--- src/rtl/crypto1_keystream_if.sv ---
// Request/response and serial-stream signals between a keystream consumer and crypto1_keystream.
// The consumer drives START, KEY and BIT_READY; the generator drives everything else.
interface crypto1_keystream_if;
  logic        START;
  logic [47:0] KEY;
  logic        BUSY;
  logic        DONE;
  logic [47:0] BITSTREAM;
  logic        BIT_VALID;
  logic        BIT_DATA;
  logic        BIT_READY;

  modport master (
    output START, KEY, BIT_READY,
    input  BUSY, DONE, BITSTREAM, BIT_VALID, BIT_DATA
  );

  modport slave (
    input  START, KEY, BIT_READY,
    output BUSY, DONE, BITSTREAM, BIT_VALID, BIT_DATA
  );
endinterface

--- src/rtl/crypto1_keystream.sv ---
// Crypto1 keystream generator: loads a 48-bit key and produces 48 filtered keystream bits, MSB first.
// Define CRYPTO1_KEYSTREAM_STREAM_EN to enable the BIT_VALID/BIT_READY serial stream with backpressure.
module crypto1_keystream #(
  parameter logic [47:0] TAPS = 48'h846B50D4_1170
) (
  input logic                 CLK,
  input logic                 RESETn,
  crypto1_keystream_if.slave  bus
);

  localparam logic [1:0] IDLE = 2'd0;
  localparam logic [1:0] RUN  = 2'd1;
  localparam logic [1:0] FIN  = 2'd2;

  localparam logic [31:0] FC_TABLE = 32'hEC57E80A;

  logic [1:0]  state;
  logic [47:0] lfsr;
  logic [5:0]  cnt;
  logic        busy;
  logic        done;
  logic [47:0] bitstream;
  logic        ks_bit;
  logic        advance;
  logic [5:0]  bit_idx;
  logic [4:0]  fc_idx;

  function automatic logic fa(input logic a, input logic b, input logic c, input logic d);
    return ((a | b) ^ (a & d)) ^ (c & ((a ^ b) | d));
  endfunction

  function automatic logic fb(input logic a, input logic b, input logic c, input logic d);
    return ((a & b) | c) ^ ((a ^ b) & (c | d));
  endfunction

  // LFSR[47-k] holds stream bit x_k, so the odd taps x9..x47 sit on the even LFSR bits 38..0.
  always_comb begin
    fc_idx = {fb(lfsr[6],  lfsr[4],  lfsr[2],  lfsr[0]),
              fa(lfsr[14], lfsr[12], lfsr[10], lfsr[8]),
              fb(lfsr[22], lfsr[20], lfsr[18], lfsr[16]),
              fb(lfsr[30], lfsr[28], lfsr[26], lfsr[24]),
              fa(lfsr[38], lfsr[36], lfsr[34], lfsr[32])};
    ks_bit = FC_TABLE[fc_idx];
  end

  assign bit_idx = 6'd47 - cnt;

`ifdef CRYPTO1_KEYSTREAM_STREAM_EN
  assign advance       = (state == RUN) && bus.BIT_READY;
  assign bus.BIT_VALID = (state == RUN);
  assign bus.BIT_DATA  = (state == RUN) && ks_bit;
`else
  logic unused_bit_ready;
  assign unused_bit_ready = bus.BIT_READY;
  assign advance          = (state == RUN);
  assign bus.BIT_VALID    = 1'b0;
  assign bus.BIT_DATA     = 1'b0;
`endif

  // The final advancing edge records bit 0 and freezes the LFSR and counter in FIN.
  always_ff @(posedge CLK or negedge RESETn) begin
    if (!RESETn) begin
      state     <= IDLE;
      lfsr      <= '0;
      cnt       <= '0;
      busy      <= 1'b0;
      done      <= 1'b0;
      bitstream <= '0;
    end else begin
      case (state)
        IDLE, FIN: begin
          if (bus.START) begin
            lfsr      <= bus.KEY;
            cnt       <= '0;
            done      <= 1'b0;
            bitstream <= '0;
            busy      <= 1'b1;
            state     <= RUN;
          end
        end
        RUN: begin
          if (advance) begin
            bitstream[bit_idx] <= ks_bit;
            if (cnt == 6'd47) begin
              state <= FIN;
              done  <= 1'b1;
              busy  <= 1'b0;
            end else begin
              lfsr <= {lfsr[46:0], ^(TAPS & lfsr)};
              cnt  <= cnt + 6'd1;
            end
          end
        end
        default: state <= IDLE;
      endcase
    end
  end

  assign bus.BUSY      = busy;
  assign bus.DONE      = done;
  assign bus.BITSTREAM = bitstream;

endmodule

--- src/flat_wrapper.sv ---
// flat-port wrapper written by rule: the top's interface ports become plain ports
module crypto1_keystream_flat 
#(
  parameter logic [47:0] TAPS = 48'h846B50D4_1170
)
  (CLK, RESETn, bus_START, bus_KEY, bus_BIT_READY, bus_BUSY, bus_DONE, bus_BITSTREAM, bus_BIT_VALID, bus_BIT_DATA);
  crypto1_keystream_if bus_i ();
  input logic CLK;
  input logic RESETn;
  input wire logic [$bits(bus_i.START)-1:0] bus_START;
  input wire logic [$bits(bus_i.KEY)-1:0] bus_KEY;
  input wire logic [$bits(bus_i.BIT_READY)-1:0] bus_BIT_READY;
  output wire logic [$bits(bus_i.BUSY)-1:0] bus_BUSY;
  output wire logic [$bits(bus_i.DONE)-1:0] bus_DONE;
  output wire logic [$bits(bus_i.BITSTREAM)-1:0] bus_BITSTREAM;
  output wire logic [$bits(bus_i.BIT_VALID)-1:0] bus_BIT_VALID;
  output wire logic [$bits(bus_i.BIT_DATA)-1:0] bus_BIT_DATA;
  assign bus_i.START = bus_START;
  assign bus_i.KEY = bus_KEY;
  assign bus_i.BIT_READY = bus_BIT_READY;
  assign bus_BUSY = bus_i.BUSY;
  assign bus_DONE = bus_i.DONE;
  assign bus_BITSTREAM = bus_i.BITSTREAM;
  assign bus_BIT_VALID = bus_i.BIT_VALID;
  assign bus_BIT_DATA = bus_i.BIT_DATA;
  crypto1_keystream #(.TAPS(TAPS)) u_core (.CLK(CLK), .RESETn(RESETn), .bus(bus_i));
endmodule
--- config.mk ---
export PLATFORM = sky130hd
export DESIGN_NAME = crypto1_keystream_flat
export DESIGN_NICKNAME = d
export VERILOG_FILES = /design/src/rtl/crypto1_keystream_if.sv /design/src/rtl/crypto1_keystream.sv /design/src/flat_wrapper.sv
export SDC_FILE = /design/constraint.sdc
export NUM_CORES = 1
export LEC_CHECK = 0
export CAP_MARGIN = 20
export CORE_MARGIN = 2
export CORE_UTILIZATION = 52
export CTS_CLUSTER_SIZE = 20
export DETAILED_ROUTE_END_ITERATION = 8
export HOLD_SLACK_MARGIN = 0.06
export PLACE_DENSITY = 0.8
export RECOVER_POWER = 100
export SYNTH_ARGS = -nofsm -noshare
export SYNTH_HDL_FRONTEND = slang
export SYNTH_SLANG_ARGS = --single-unit
--- constraint.sdc ---
create_clock -name CLK -period 2.4 [get_ports CLK]
set_input_delay 0.48 -clock CLK [delete_from_list [all_inputs] [get_ports CLK]]
set_output_delay 0.48 -clock CLK [all_outputs]
set_load 0.05 [all_outputs]
==> results.toml, run 1 <==
[critical_path]
end_kind = "flip-flop"
cp-start-kind = "flip-flop"
crit-reg2reg-launch = "u_core.lfsr[20]$_DFFE_PN0P_"
cp_num_buf_inv = 2
path_class = "reg -> reg"
cp_cell_sequence = "ha_1 > a211o_1 > o21ai_1 > buf_4 > nor3_2 > o41ai_4 > buf_12 > o41ai_1"
slowest_delay_ps = 430
timing.rr.end = "u_core.bus.BITSTREAM[39]$_DFFE_PN0P_"
rrSetupSlack_ps = 170
crit_family = "compound AO/OA/AOI/OAI gates"
slowest_stage = "dfrtp_1"
ff2ff_path_depth = 8
cp.required_ps = 2650
cp_max_fo = 48
cp.arrival_ps = 2480

[floorplanning]
die_x_um = 106
core-area_um2 = 10200
die_area_um2 = 11100
start_util_pct = 52.6
rows = 37
fp.dieH_um = 106
io_pins = 104

[clocking]
cts_buffers = 9
root_buffer = "clkbuf_8"
cts_tree = "yes"
clockBufferDepth = 2
clock-sinks = 106
cts_setup_buffers = 0
htree_levels = 3
clk_latency_ps = 380
cts.clk_slew.worst_paths_ps = 90

[final_layout]
diodes = 0
drive_gt1_share_pct = 9.59
syn2layout_area_growth_pct = 24.0
final_util_pct = 65.3
layout.cells.non_filler = 772
fillers = 855
nNetsFinal = 687

[min_path]
hold_class = "reg -> reg"
hold_path_depth = 2
hold_start = "u_core.bus.DONE$_DFFE_PN0P_"
min_to = "u_core.bus.DONE$_DFFE_PN0P_"

[pwr]
p_leak_nw = 2.89
powerDensity_nw_per_um2 = 1620
p_total_mw = 10.8
irDropWorstVdd_v = 0.000974

[place]
gp_congestion = 0.804
dp_hpwl_mm = 8.68
dpl.cell_count = 756
io_buffers = 100

[timing]
rsz0062_at_grt = "no"
fin_skew_ps = 13.3
worstMarginPinSlew_ps = 2040
slew_viol_final = 37
finalSetupViolCount = 0
maxSlewHeadroom_pct = -35.8
fin_crit_ps = 2230
fmax_mhz = 448
period_share_pct = 93.0
setup_tns_ps = 0
finalHoldViolations = 0

[global_route]
grt_pass1_vias = 4427
grt_pass1_wl_mm = 21.3
antenna_found_initial = 0
grt_usage_pct = 23.7
grt_max_degree = 58
grt_overflow = 0

[route]
wl_per_cell_um = 16.4
route.detailed.drc = 0
routed_wl_mm = 12.6
first_pass_iters = 5
viasPerCell = 5.96
drt-initial-drc-count = 233
ant_nets = 0
num_vias = 4599

[status]
status = "complete, but fails checks"
violations = "max-capacitance violations, max-slew violations"

[logic_synthesis]
synth_enable_flop_cells = 0
async_reset_ff_share_pct = 100
post_synth.cell_area_avg_um2 = 9.61
synth_cells = 558
yosys_warnings = 0
synth-seq-cells = 106
ys_seq_area_share_pct = 49.5
netlist_area_um2 = 5360
ys.flop_type = "dfrtp_1"
netlist-cell-type-count = 47

[flow_run]
cap_violations = 1
-- synthesized netlist by cell type (4+ instances only) --
master	count	area share, %
o21ai_0	6	0.56
nor2_1	55	3.9
buf_4	4	0.56
nand3_1	4	0.37
nand2b_1	4	0.47
a31oi_1	47	5.5
dfrtp_1	106	49
nor2b_1	6	0.70
clkbuf_1	31	2.2
buf_2	12	1.1
nand3b_1	4	0.56
nand2_1	104	7.3
or2_2	9	1.1
a21oi_1	6	0.56
xnor2_1	13	2.1
o41ai_1	36	5.9
ha_1	4	0.93
o211ai_1	48	6.7
o41ai_2	12	3.6
buf_1	6	0.42
-- per-layer routing --
metal	global-route usage, %	share of wire [%]	vias up
met5	0	0	-
met2	40.6	51	146
met4	9.02	1.7	0
met1	30.8	42	2260
li1	-	-	2176
met3	3.03	4.4	17
-- per-stage QoR --
stage	instance area, um2	hold slack, ps	setup WS [ps]
4_1_cts	6690	60.4	54.9
3_5_place_dp	6500	471	0.330
5_1_grt	6650	529	41.3
3_3_place_gp	6500	463	100
2_1_floorplan	5370	184	257
6_report	6650	495	168
-- final cells by class --
type,instances,area [um2],share of cell area [%]
clock buffer,10,128,1.92
clock inverter,6,65.1,0.979
inverter,4,15.0,0.226
multi-input combinational,391,2430,36.6
sequential,106,2650,39.9
tap,136,170,2.56
timing repair buffer,119,1180,17.8
-- sequential cells by signal, summed over array words and instances, names as in the netlist --
| signal | flops |
|---|---|
| u_core.cnt | 6 |
| u_core.lfsr | 48 |
| u_core.bus.DONE | 1 |
| u_core.bus.BITSTREAM | 48 |
| u_core.bus.BUSY | 1 |
| u_core.state | 2 |
-- how the worst max path moves through the flow --
stage	start	endpoint	slack [ps]	cells after the start
after floorplan	u_core.lfsr[20]$_DFFE_PN0P_	u_core.bus.BITSTREAM[41]$_DFFE_PN0P_	260	8
after global placement	bus_START	u_core.bus.BITSTREAM[32]$_DFFE_PN0P_	100	7
after detailed placement	u_core.lfsr[20]$_DFFE_PN0P_	u_core.bus.BITSTREAM[9]$_DFFE_PN0P_	0.3	7
after CTS	u_core.lfsr[20]$_DFFE_PN0P_	u_core.bus.BITSTREAM[9]$_DFFE_PN0P_	50	7
after global routing	u_core.lfsr[20]$_DFFE_PN0P_	u_core.bus.BITSTREAM[12]$_DFFE_PN0P_	40	8
final	u_core.lfsr[20]$_DFFE_PN0P_	u_core.bus.BITSTREAM[39]$_DFFE_PN0P_	170	8
-- where the power goes --
group	switching, mW	internal (mW)	leakage, nW
clock	0.613	0.485	0.0966
combinational	4.00	2.39	1.47
sequential	0.664	2.60	1.32
-- tightest hold or removal path, delay by kind of cell (launching register included) --
family / cells / cell delay [ps]
DFF: 1 / 350
and+or+nand+nor: 2 / 110
-- placed cells by master (no fill, tap or decap), types with 9 or more instances in the layout --
master,Yosys,final
a31oi_1,47,47
buf_4,4,13
clkbuf_8,0,9
clkdlybuf4s50_1,0,49
dfrtp_1,106,106
dlygate4sd3_1,0,50
nand2_1,104,104
nor2_1,55,55
o211ai_1,48,48
o41ai_1,36,38
o41ai_2,12,9
or2_2,9,9
xnor2_1,13,13
-- what timing repair did --
action,in CTS,in global routing
resized for setup,1,6
setup endpoints to repair,3,26
hold buffers,0,0
cloned,0,0
-- cells by family after synthesis --
kind of cell               synth area share (%)
AOI/OAI and AO/OA                          25.1
xor gates and xnor gates                   3.03
adders and majority gates                 0.934
buffers and inverters                      5.37
DFF                                        49.5
muxes                                     0.467
other                                    0.0699
and+or+nand+nor                            15.6
Note: power is estimated with default switching activity, not from simulation.
==> run 2: changes to the inputs <==
CTS_CLUSTER_DIAMETER = 120   (was default)
SKIP_LAST_GASP = 1   (was default)
clock period = 2.2 ns   (was 2.4 ns; I/O delays follow)
==> run 2 against run 1 <==
Effect of this change: the run now ends clean; die area unchanged; core utilization grew 5.7 points; first-iteration DRC count grew 0.86%; flip-flop and latch count unchanged; worst setup slack got worse by 160 ps; fmax rose by 2.0%; sequential share of layout area down 3.2 points; critical path type unchanged; largest cell class is now multi-input gates; highest routed layer unchanged.
==> results.toml, run 2 (same netlist as run 1, synthesis figures left out) <==
[floorplanning]
io_pins = 104
start_util_pct = 52.6
rows = 37
die_x_um = 106
core-area_um2 = 10200
fp.dieH_um = 106
die_area_um2 = 11100

[clocking]
root_buffer = "clkbuf_8"
cts.clk_slew.worst_paths_ps = 120
clock-sinks = 106
clk_latency_ps = 390
clockBufferDepth = 2
cts_buffers = 9
htree_levels = 3
cts_tree = "yes"

[final_layout]
layout.cells.non_filler = 786
nNetsFinal = 701
drive_gt1_share_pct = 18.2
mostFrequentLayoutCells = "dfrtp_1, nand2_1, nor2_1, dlygate4sd3_1, clkdlybuf4s50_1"
fillers = 724
ff_latch_area_um2 = 2650
diodes = 0
multi_input_area_um2 = 2860
syn2layout_area_growth_pct = 34.7
layout_commonest_cell = "dfrtp_1"

[global_route]
grt_usage_pct = 23.6
grt_max_degree = 107
grt_overflow = 0
grt_pass1_wl_mm = 21.4
antenna_found_initial = 0
grt_pass1_vias = 4416

[place]
dp_hpwl_mm = 8.62
dpl.cell_count = 763
io_buffers = 100
pre_cts_ws_ps = -132
gp_congestion = 0.819

[min_path]
hold_start = "u_core.bus.DONE$_DFFE_PN0P_"
min_to = "u_core.bus.DONE$_DFFE_PN0P_"
hold_class = "reg -> reg"
hold_path_depth = 2

[route]
num_vias = 4772
ant_nets = 0
viasPerCell = 6.07
drt-initial-drc-count = 235
wl_per_cell_um = 17.3
first_pass_iters = 5
routed_wl_mm = 13.6
route.detailed.drc = 0

[critical_path]
cp.required_ps = 2490
cp_num_buf_inv = 3
ff2ff_path_depth = 9
slowest_delay_ps = 400
crit-reg2reg-launch = "u_core.lfsr[4]$_DFFE_PN0P_"
end_kind = "flip-flop"
cp.arrival_ps = 2480
cp_max_fo = 13
rrSetupSlack_ps = 10
crit_family = "compound AO/OA/AOI/OAI gates"
timing.rr.end = "u_core.bus.BITSTREAM[11]$_DFFE_PN0P_"
cp_cell_sequence = "ha_1 > a211oi_2 > a21oi_1 > a21boi_2 > buf_4 > o32ai_4 > buf_12 > clkbuf_16 > o41ai_4"
cp-start-kind = "flip-flop"
slowest_stage = "dfrtp_1"
path_class = "reg -> reg"

[timing]
slew_viol_final = 0
period_share_pct = 99.4
fin_skew_ps = 17.2
rsz0062_at_grt = "yes"
fin_crit_ps = 2190
finalSetupViolCount = 0
maxSlewHeadroom_pct = 6.51
fin_ws_ps = 12.2
worstMarginPinSlew_ps = 1400
finalHoldViolations = 0
fmax_mhz = 457

[flow_run]
cap_violations = 0

[status]
status = "finished, final reports clean"
run 2: changes by cell type in the layout (fill, tap and decap cells not counted), moves of 3 or more:
cell | before | now
buf_4 | 13 | 21
buf_6 | 0 | 3
o41ai_1 | 38 | 4
o41ai_2 | 9 | 34
o41ai_4 | 1 | 10
run 2: final cells by class:
type | instances | area share, %
Tap cell | 136 | 2.36
Timing Repair Buffer | 133 | 18.5
Inverter | 4 | 0.208
Sequential cell | 106 | 36.7
Clock buffer | 9 | 1.71
Multi-Input combinational cell | 391 | 39.5
Clock inverter | 7 | 0.970
run 2: worst max path at each step:
stage / slack, ps / cells past startpoint / end / from
CTS: -0.6 / 8 / u_core.bus.BITSTREAM[31]$_DFFE_PN0P_ / u_core.lfsr[20]$_DFFE_PN0P_
global route: -70 / 9 / u_core.bus.BITSTREAM[4]$_DFFE_PN0P_ / u_core.lfsr[4]$_DFFE_PN0P_
finish: 10 / 9 / u_core.bus.BITSTREAM[11]$_DFFE_PN0P_ / u_core.lfsr[4]$_DFFE_PN0P_
detailed placement: -130 / 8 / u_core.bus.BITSTREAM[6]$_DFFE_PN0P_ / u_core.lfsr[20]$_DFFE_PN0P_
floorplan: 60 / 8 / u_core.bus.BITSTREAM[41]$_DFFE_PN0P_ / u_core.lfsr[20]$_DFFE_PN0P_
global placement: -20 / 7 / u_core.bus.BITSTREAM[32]$_DFFE_PN0P_ / bus_START
run 2: worst reg2reg max path, delay by kind of cell (launching register included):
| kind | cells | cell delay [ps] |
|---|---|---|
| buffers and inverters | 3 | 470 |
| DFF | 1 | 400 |
| AOI/OAI and AO/OA | 5 | 910 |
| adders and majority gates | 1 | 340 |
run 2: timing repair:
action / 4_1_cts / 5_1_grt
hold endpoints to repair: 0 / 0
gates cloned: 0 / 3
gates resized for setup: 13 / 45
pin swaps: 0 / 13
buffers inserted: 0 / 4
endpoints found under the setup margin: 33 / 48
hold buffers: 0 / 0
run 2: layer usage:
metal | vias to the layer above | part of all wire [%] | track usage [%]
met4 | 0 | 2.3 | 7.99
met1 | 2344 | 41 | 30.3
met5 | - | 0 | 0
li1 | 2209 | - | -
met2 | 190 | 52 | 41.6
met3 | 29 | 5.5 | 2.91
run 2: through the flow:
step / hold slack (ps) / utilization (%) / TNS (ps) / instance area [um2]
floorplan: 144 / - / 0 / 5370
global placement: 482 / 64.3 / -33.3 / 6550
detailed placement: 486 / 64.3 / -1510 / 6550
CTS: 136 / 67.1 / -0.590 / 6830
global route: 549 / 70.9 / -1730 / 7220
finish: 502 / 70.9 / 0 / 7220
Power of run 2 is not shown: default switching activity piles up to over one toggle a cycle in this logic, so the estimate is an artifact.
==> run 3: changes to the inputs <==
GPL_TIMING_DRIVEN = 0   (was default)
==> run 3 against run 2 <==
Effect of this change: the run now ends with negative setup slack left; die area stayed put; core utilization fell by 0.90 points; clock skew down 5.1 ps; global-route usage rose by 2.6 points; count of clock-buffer cells in the layout grew 2; final area down 1.3%; non-clock buffer count up 28; critical path type unchanged; largest cell class unchanged; routed wire length is 9.6% higher; critical path depth is 2 lower; register-to-register slack got worse by 30 ps; fmax fell by 1.2%; via count grew 3.8%.
==> results.toml, run 3 (same netlist as run 1, synthesis figures left out) <==
[global_route]
antenna_found_initial = 1
grt_overflow = 0
grt_pass1_vias = 4830
grt_max_degree = 59
grt_pass1_wl_mm = 23.5
grt_usage_pct = 26.2

[clocking]
cts_buffers = 9
root_buffer = "clkbuf_8"
htree_levels = 3
clockBufferDepth = 2
clk_latency_ps = 370
cts.clk_slew.worst_paths_ps = 110
clock-sinks = 106
cts_tree = "yes"

[status]
violations = "negative setup slack"
status = "complete, but fails checks"

[min_path]
hold_class = "in -> async"

[pwr]
irDropWorstVdd_v = 0.00100
powerDensity_nw_per_um2 = 1880
p_total_mw = 13.4
p_leak_nw = 3.15

[final_layout]
diodes = 0
layout_commonest_cell = "dfrtp_1"
nNetsFinal = 729
fillers = 768
mostFrequentLayoutCells = "dfrtp_1, nand2_1, nor2_1, dlygate4sd3_1, clkdlybuf4s50_1"
drive_gt1_share_pct = 16.5
syn2layout_area_growth_pct = 33.0
layout.cells.non_filler = 814

[floorplanning]
die_area_um2 = 11100
core-area_um2 = 10200
rows = 37
start_util_pct = 52.6
io_pins = 104
die_x_um = 106
fp.dieH_um = 106

[place]
io_buffers = 100
dpl.cell_count = 796
gp_congestion = 0.885
dp_hpwl_mm = 9.95

[timing]
worstMarginPinSlew_ps = 1180
slew_viol_final = 0
setup_tns_ps = -23.4
fin_crit_ps = 2210
fin_hold_ws_ps = 290
fmax_mhz = 451
maxSlewHeadroom_pct = 21.2
fin_skew_ps = 12.1
rsz0062_at_grt = "yes"
finalHoldViolations = 0
fin_ws_ps = -15.0
finalSetupViolCount = 2
period_share_pct = 101

[route]
met1_length_mm = 6.19
routed_wl_mm = 14.9
met3_length_um = 910
drt-initial-drc-count = 269
first_pass_iters = 5
route.met2.wl_mm = 7.52
viasPerCell = 6.08
route.detailed.drc = 0
num_vias = 4951
ant_nets = 0
wl_per_cell_um = 18.3
dr.max_layer_used = "met5"

[critical_path]
cp-endpoint = "u_core.bus.BITSTREAM[7]$_DFFE_PN0P_"
cp.arrival_ps = 2470
cp-start-kind = "flip-flop"
startpoint = "u_core.lfsr[22]$_DFFE_PN0P_"
end_kind = "flip-flop"
crit-reg2reg-launch = "u_core.lfsr[22]$_DFFE_PN0P_"
cp.required_ps = 2460
cp_max_fo = 10
rrSetupSlack_ps = -10
ff2ff_path_depth = 7
path_class = "reg -> reg"
timing.rr.end = "u_core.bus.BITSTREAM[7]$_DFFE_PN0P_"

[flow_run]
cap_violations = 0
-- run 3: cell types whose count changed in the layout (fill, tap and decap cells not counted), sizes merged --
cell      before  now
clkinv         3    1
clkbuf        15   44
buf           28   29
bufinv         0    1
clkinvlp       0    2
inv            8    5
-- run 3: power by group --
part           leakage [nW]  switching, mW  internal, mW  total (mW)
registers              1.32          0.696          2.83        3.53
clock network        0.0962          0.709         0.565        1.27
logic                  1.73           5.31          3.28        8.59
-- run 3: cell type report --
type / count / area, um2 / area share, %
Multi-Input combinational cell: 391 / 2730 / 38.2
Sequential cell: 106 / 2650 / 37.2
Tap cell: 136 / 170 / 2.39
Clock inverter: 5 / 62.6 / 0.877
Timing Repair Buffer: 110 / 1070 / 15.0
Inverter: 4 / 15.0 / 0.210
Clock buffer: 11 / 141 / 1.98
Buffer: 51 / 297 / 4.16
-- run 3: worst max-delay path, stage by stage, from the launching register on --
cell      delay, ps
dfrtp_1         390
ha_1            310
a211o_1         290
o21ai_2         110
a21boi_4        240
o32ai_4         120
clkbuf_4        240
o41ai_1         400
-- run 3: per-stage QoR --
step / area [um2] / util [%] / worst slack [ps]
after floorplan: 5370 / - / 57.2
final: 7130 / 70.0 / -15.0
after CTS: 6960 / 68.3 / -20.3
after detailed placement: 6560 / 64.4 / -453
after global routing: 7130 / 70.0 / -79.3
after global placement: 6540 / 64.2 / -3220
-- run 3: per-layer routing --
metal | global-route usage [%] | vias up
li1 | - | 2260
met4 | 10.5 | 2
met1 | 33.7 | 2454
met3 | 3.15 | 33
met5 | 0 | -
met2 | 45.2 | 202
-- run 3: repair_timing --
item | CTS | global route
buffers inserted | 5 | 3
pin swaps | 3 | 6
setup endpoints to repair | 48 | 97
cloned | 1 | 0
resized for setup | 34 | 30
hold buffers | 0 | 0
-- run 3: how the worst min path moves through the flow --
stage / to / slack [ps]
after floorplan: u_core.bus.BITSTREAM[0]$_DFFE_PN0P_ / 140
after global placement: u_core.bus.BUSY$_DFFE_PN0P_ / 480
after detailed placement: u_core.bus.DONE$_DFFE_PN0P_ / 480
after CTS: u_core.bus.BITSTREAM[46]$_DFFE_PN0P_ / 100
after global routing: u_core.bus.BITSTREAM[46]$_DFFE_PN0P_ / 380
final: u_core.bus.BITSTREAM[46]$_DFFE_PN0P_ / 290
